==> config.mk <==
export PLATFORM = sky130hd
export DESIGN_NAME = mlp_stream_router
export DESIGN_NICKNAME = d
export VERILOG_FILES = /design/src/rtl/mlp_pkg.sv /design/src/rtl/mlp_stream_router.sv
export SDC_FILE = /design/constraint.sdc
export NUM_CORES = 1
export LEC_CHECK = 0
export ABC_AREA = 1
export BUFFER_PORTS_ARGS = -buffer_cell sky130_fd_sc_hd__buf_2
export CORE_UTILIZATION = 52
export CTS_BUF_LIST = sky130_fd_sc_hd__clkbuf_4 sky130_fd_sc_hd__clkbuf_8
export DETAILED_ROUTE_END_ITERATION = 10
export GPL_ROUTABILITY_DRIVEN = 1
export HOLD_SLACK_MARGIN = 0.06
export PLACE_DENSITY = 0.84
export SLEW_MARGIN = 20
export SYNTH_ARGS = -nofsm -noshare
export SYNTH_HDL_FRONTEND = slang
export SYNTH_SLANG_ARGS = --single-unit
==> constraint.sdc <==
create_clock -name clk -period 2.9 [get_ports clk]
set_input_delay 0.145 -clock clk [delete_from_list [all_inputs] [get_ports clk]]
set_output_delay 0.145 -clock clk [all_outputs]
set_load 0.05 [all_outputs]
==> src/rtl/mlp_pkg.sv <==
`default_nettype none
// ============================================================================
//  Package     : mlp_pkg
//  Description : Shared constants and types for the MLP stream router.
//                Optional build macro used by the router: MLP_TLAST_CHECK_EN
//  Revision    : 1.0  initial release
// ============================================================================
package mlp_pkg;

    localparam int DATA_W     = 18;
    localparam int AXIS_W     = 32;
    localparam int IMG_LEN    = 784;
    localparam int L1_NEURONS = 30;
    localparam int L1_IN_LEN  = 784;
    localparam int L2_NEURONS = 10;
    localparam int L2_IN_LEN  = 784;

    // Record counter and neuron index widths
    localparam int CNT_W = 10;
    localparam int IDX_W = 5;

    typedef logic [DATA_W-1:0] word_t;

    typedef enum logic [2:0] {
        IDLE = 3'd0,
        IMG  = 3'd1,
        WGT  = 3'd2,
        BIAS = 3'd3,
        FIN  = 3'd4
    } router_state_t;

endpackage
`default_nettype wire

==> src/rtl/mlp_stream_router.sv <==
`default_nettype none
// ============================================================================
//  Module      : mlp_stream_router
//  Description : Parses the per-image AXI-Stream (pixels, then hidden-layer
//                weights/biases, then output-layer weights/biases). Pixels
//                are written to the image buffer; weights and biases are
//                passed straight through to the MAC core with layer/neuron
//                tags.
//                Build macro MLP_TLAST_CHECK_EN enables the sticky tlast
//                framing check on the err port; otherwise err is tied low.
//  Revision    : 1.0  initial release
// ============================================================================
module mlp_stream_router #(
    parameter int DATA_W     = mlp_pkg::DATA_W,
    parameter int AXIS_W     = mlp_pkg::AXIS_W,
    parameter int IMG_LEN    = mlp_pkg::IMG_LEN,
    parameter int L1_NEURONS = mlp_pkg::L1_NEURONS,
    parameter int L1_IN_LEN  = mlp_pkg::L1_IN_LEN,
    parameter int L2_NEURONS = mlp_pkg::L2_NEURONS,
    parameter int L2_IN_LEN  = mlp_pkg::L2_IN_LEN
) (
    input  logic              clk,
    input  logic              reset,
    input  logic              start,
    input  logic [AXIS_W-1:0] s_axis_tdata,
    input  logic              s_axis_tvalid,
    input  logic              s_axis_tlast,
    output logic              s_axis_tready,
    output logic              img_we,
    output logic [9:0]        img_addr,
    output logic [DATA_W-1:0] img_data,
    output logic [DATA_W-1:0] w_data,
    output logic              w_valid,
    input  logic              w_ready,
    output logic [DATA_W-1:0] b_data,
    output logic              b_valid,
    input  logic              b_ready,
    output logic              layer,
    output logic [4:0]        neuron_idx,
    output logic              busy,
    output logic              done,
    output logic              err
);
    import mlp_pkg::*;

    localparam logic [CNT_W-1:0] c_img_last   = CNT_W'(IMG_LEN - 1);
    localparam logic [CNT_W-1:0] c_l1_in_last = CNT_W'(L1_IN_LEN - 1);
    localparam logic [CNT_W-1:0] c_l2_in_last = CNT_W'(L2_IN_LEN - 1);
    localparam logic [IDX_W-1:0] c_l1_last    = IDX_W'(L1_NEURONS - 1);
    localparam logic [IDX_W-1:0] c_l2_last    = IDX_W'(L2_NEURONS - 1);

    router_state_t    r_state;
    router_state_t    w_state_next;
    logic [CNT_W-1:0] r_cnt;
    logic [CNT_W-1:0] w_wgt_last;
    logic             w_go;
    logic             w_cnt_inc;
    logic             w_cnt_clr;
    logic             w_next_layer;
    logic             w_next_neuron;
    logic             w_pix_fire;

    assign busy       = (r_state != IDLE);
    assign w_wgt_last = layer ? c_l2_in_last : c_l1_in_last;
    assign w_pix_fire = (r_state == IMG) && s_axis_tvalid;

    // State register
    always_ff @(posedge clk) begin
        if (reset) begin
            r_state <= IDLE;
        end else begin
            r_state <= w_state_next;
        end
    end

    // Next-state decode and stream steering; weight/bias paths are pure pass-through
    always_comb begin
        w_state_next  = r_state;
        s_axis_tready = 1'b0;
        w_valid       = 1'b0;
        b_valid       = 1'b0;
        w_data        = '0;
        b_data        = '0;
        done          = 1'b0;
        w_go          = 1'b0;
        w_cnt_inc     = 1'b0;
        w_cnt_clr     = 1'b0;
        w_next_layer  = 1'b0;
        w_next_neuron = 1'b0;
        case (r_state)
            IDLE: begin
                if (start) begin
                    w_state_next = IMG;
                    w_go         = 1'b1;
                end
            end
            IMG: begin
                s_axis_tready = 1'b1;
                if (s_axis_tvalid) begin
                    if (r_cnt == c_img_last) begin
                        w_state_next = WGT;
                        w_cnt_clr    = 1'b1;
                    end else begin
                        w_cnt_inc = 1'b1;
                    end
                end
            end
            WGT: begin
                s_axis_tready = w_ready;
                w_valid       = s_axis_tvalid;
                w_data        = s_axis_tdata[DATA_W-1:0];
                if (s_axis_tvalid && w_ready) begin
                    if (r_cnt == w_wgt_last) begin
                        w_state_next = BIAS;
                        w_cnt_clr    = 1'b1;
                    end else begin
                        w_cnt_inc = 1'b1;
                    end
                end
            end
            BIAS: begin
                s_axis_tready = b_ready;
                b_valid       = s_axis_tvalid;
                b_data        = s_axis_tdata[DATA_W-1:0];
                if (s_axis_tvalid && b_ready) begin
                    if (!layer && (neuron_idx == c_l1_last)) begin
                        w_state_next = WGT;
                        w_next_layer = 1'b1;
                    end else if (layer && (neuron_idx == c_l2_last)) begin
                        w_state_next = FIN;
                    end else begin
                        w_state_next  = WGT;
                        w_next_neuron = 1'b1;
                    end
                end
            end
            FIN: begin
                done         = 1'b1;
                w_state_next = IDLE;
            end
            default: begin
                w_state_next = IDLE;
            end
        endcase
    end

    // Word counter within the current record plus layer/neuron tags
    always_ff @(posedge clk) begin
        if (reset) begin
            r_cnt      <= '0;
            layer      <= 1'b0;
            neuron_idx <= '0;
        end else begin
            if (w_go || w_cnt_clr) begin
                r_cnt <= '0;
            end else if (w_cnt_inc) begin
                r_cnt <= r_cnt + 10'd1;
            end
            if (w_go) begin
                layer      <= 1'b0;
                neuron_idx <= '0;
            end else if (w_next_layer) begin
                layer      <= 1'b1;
                neuron_idx <= '0;
            end else if (w_next_neuron) begin
                neuron_idx <= neuron_idx + 5'd1;
            end
        end
    end

    // Image buffer write port, one cycle behind the accepted pixel
    always_ff @(posedge clk) begin
        if (reset) begin
            img_we   <= 1'b0;
            img_addr <= '0;
            img_data <= '0;
        end else begin
            img_we <= w_pix_fire;
            if (w_pix_fire) begin
                img_addr <= r_cnt;
                img_data <= s_axis_tdata[DATA_W-1:0];
            end
        end
    end

`ifdef MLP_TLAST_CHECK_EN
    logic r_err;
    logic w_tlast_bad;

    // tlast must mark exactly the last pixel and every bias word
    always_comb begin
        w_tlast_bad = 1'b0;
        case (r_state)
            IMG:     if (s_axis_tvalid)            w_tlast_bad = (s_axis_tlast != (r_cnt == c_img_last));
            WGT:     if (s_axis_tvalid && w_ready) w_tlast_bad = s_axis_tlast;
            BIAS:    if (s_axis_tvalid && b_ready) w_tlast_bad = !s_axis_tlast;
            default: w_tlast_bad = 1'b0;
        endcase
    end

    // Sticky framing error, cleared by reset or an accepted start
    always_ff @(posedge clk) begin
        if (reset) begin
            r_err <= 1'b0;
        end else if (w_go) begin
            r_err <= 1'b0;
        end else if (w_tlast_bad) begin
            r_err <= 1'b1;
        end
    end

    assign err = r_err;

    wire w_unused_bits = &{1'b0, s_axis_tdata[AXIS_W-1:DATA_W]};
`else
    assign err = 1'b0;

    wire w_unused_bits = &{1'b0, s_axis_tdata[AXIS_W-1:DATA_W], s_axis_tlast};
`endif

endmodule
`default_nettype wire

==> reports/results.ini <==
[status]
status=finished clean

[setup_path]
reg2reg_depth=4
crit_path_start_kind=flop
critPathKind=reg2out
path_max_fanout=21
end_kind=output port
critical_path_required_ns=2.76
cp_data_arrival_time_ns=1.98

[synth]
ys_types=29
synthCells=368
syn_area_um2=2540
yosysSeqAreaShare=0.378
syn_nets=410
ys_top_cells_by_area=dfxtp_1 38%, inv_1 9.6%, a21oi_1 8.9%
synth_top_area_share=0.378
ys_ff_latch=48
yosys_warnings=0
yosys.area.top_type=dfxtp_1
syn_avg_cell_area_um2=6.91

[power]
cellInternalPower_mw=1.24
swShare=0.508
power.density_nw_per_um2=794
seq_power_share=0.327
power_frac_comb=0.504
p_clk_frac=0.169
ir_drop_mv=0.314
p_leak_nw=1.59
p_sw_mw=1.28
finalPower_mw=2.52

[die]
core_um2=4720
rows=25
dieHeight_um=71.9
die-area_um2=5170
ios=116
start_util=0.538
die_w_um=71.9

[timing]
fin_setup_tns_ns=0
slew_viol_final=0
timing.slew.headroom=0.464
hold_violations=0
clock_skew_ns=0.00293
period_share=0.734
rsz0062_at_grt=no
max_freq_mhz=470
fin_crit_ns=2.13
setup_viol=0
worst_pin_slew_ns=0.804

[detailed_routing]
drc=0
wl_met3_um=301
vias_per_cell=4.85
drt-total-wl_um=5860
vias=2574
first_pass_iters=4
drtAntennaViolNets=0
met1_length_um=2570
drt_iter0_drc=100
detail_route.wl_per_cell_um=11.0
topRoutingLayerUsed=met4
wl_met2_um=2870

[placement]
place_inst=522
place_congestion=0.914
placed_cell_area_um2=3070
hpwlAfterDp_um=4330
io_buffers=99

[clock_network]
cts_buffer_depth=2
cts_sinks=48
cts_tree=yes
path_clk_slew_ns=0.08
cts_root_buf=clkbuf_8
cts_buffers=5
cts_setup_buffers=0
h-tree-depth=2
clk-insertion-delay-late_ns=0.30

[final_layout]
drive_above_1_share=0.284
final_cell_mix=99 x buf_2, 65 x inv_1, 60 x nor2_1
fin_cells=531
antennaDiodeCount=0
fin_area_um2=3180
syn_to_final_growth_pct=25.0
final_common_cell=buf_2
nets=505
postLayoutCoreUtil=0.673

[worst_hold_path]
hp-class=in2reg
min_path_cells=3

[global_routing]
grt_pass1_vias=2129
grt-ovfl-total=0
grt_usage=0.218
grt_pass1_wl_um=8980
antenna_found_initial=0
grt_max_degree=52

[job]
cap_violations=0

through the flow:
stage | setup WS (ns) | hold slack (ns)
global route | 0.684 | 0.154
detailed placement | 1.06 | 0.337
CTS | 0.791 | 0.138
finish | 0.772 | 0.137
floorplan | 1.04 | 0.217
global placement | 1.10 | 0.333
state kept, by name (all words and copies together), names as in the netlist:
name	count
neuron_idx	5
img_we	1
img_addr	10
layer	1
r_state	3
img_data	18
r_cnt	10
repair_timing:
item / in CTS / in global routing
gates resized for setup: 0 / 0
hold buffers: 1 / 0
hold endpoints to repair: 2 / 0
synthesized netlist by cell type (all sizes together):
library cell and number:
xnor2 3, nor3 1, o21ai 29, nand3 13
nand3b 2, nor2 66, o21bai 1, nand2 63
ha 3, o221ai 1, dfxtp 48, buf 8
conb 1, a21oi 45, xor2 4, clkbuf 6
inv 68, nand4 6
area by class of cell:
class	instances	area (um^2)
fill	414	1540
multi-input combinational	238	1260
sequential	48	961
timing repair buffer	102	520
inverter	68	258
clock buffer	7	90.1
tap	67	83.8
clock inverter	1	7.51
layer usage:
metal	up-vias	GRT usage
met5	-	0
met4	0	0.0893
met3	11	0.0458
met2	78	0.396
met1	1155	0.248
li1	1330	-
logic make-up (layout without fill, tap and decap cells):
group	Yosys count	in the layout	synth area share
flops	48	48	0.378
fa+ha+maj	3	3	0.0148
xor+xnor	7	7	0.0241
compound gates	76	76	0.156
other cells	1	1	0.00147
buf+inv	82	178	0.129
simple gates	151	151	0.296
final timing paths:
check	startpoint	to	slack [ns]
worst max-delay path	r_state[1]	s_axis_tready	0.77
worst min register to register	img_data[5]	img_data[5]	0.44
worst max register to register	r_state[2]	img_addr[4]	1.02
worst min-delay path	s_axis_tdata[5]	img_data[5]	0.14
power by group through the flow:
stage	clock (mW)	combinational, mW	sequential [mW]
after floorplan	0	0.720	1.14
after global placement	0	1.25	0.837
after detailed placement	0	1.27	0.841
after CTS	0.436	1.27	0.826
after global routing	0.456	1.35	0.840
final	0.427	1.27	0.826
worst max-delay path, stage by stage, from the launching register on:
cell	delay [ns]
dfxtp_1	0.50
nand2_2	0.10
nor2_4	0.16
inv_1	0.31
o221ai_1	0.30
buf_2	0.30
No activity file was read; power rests on OpenSTA's default activity.
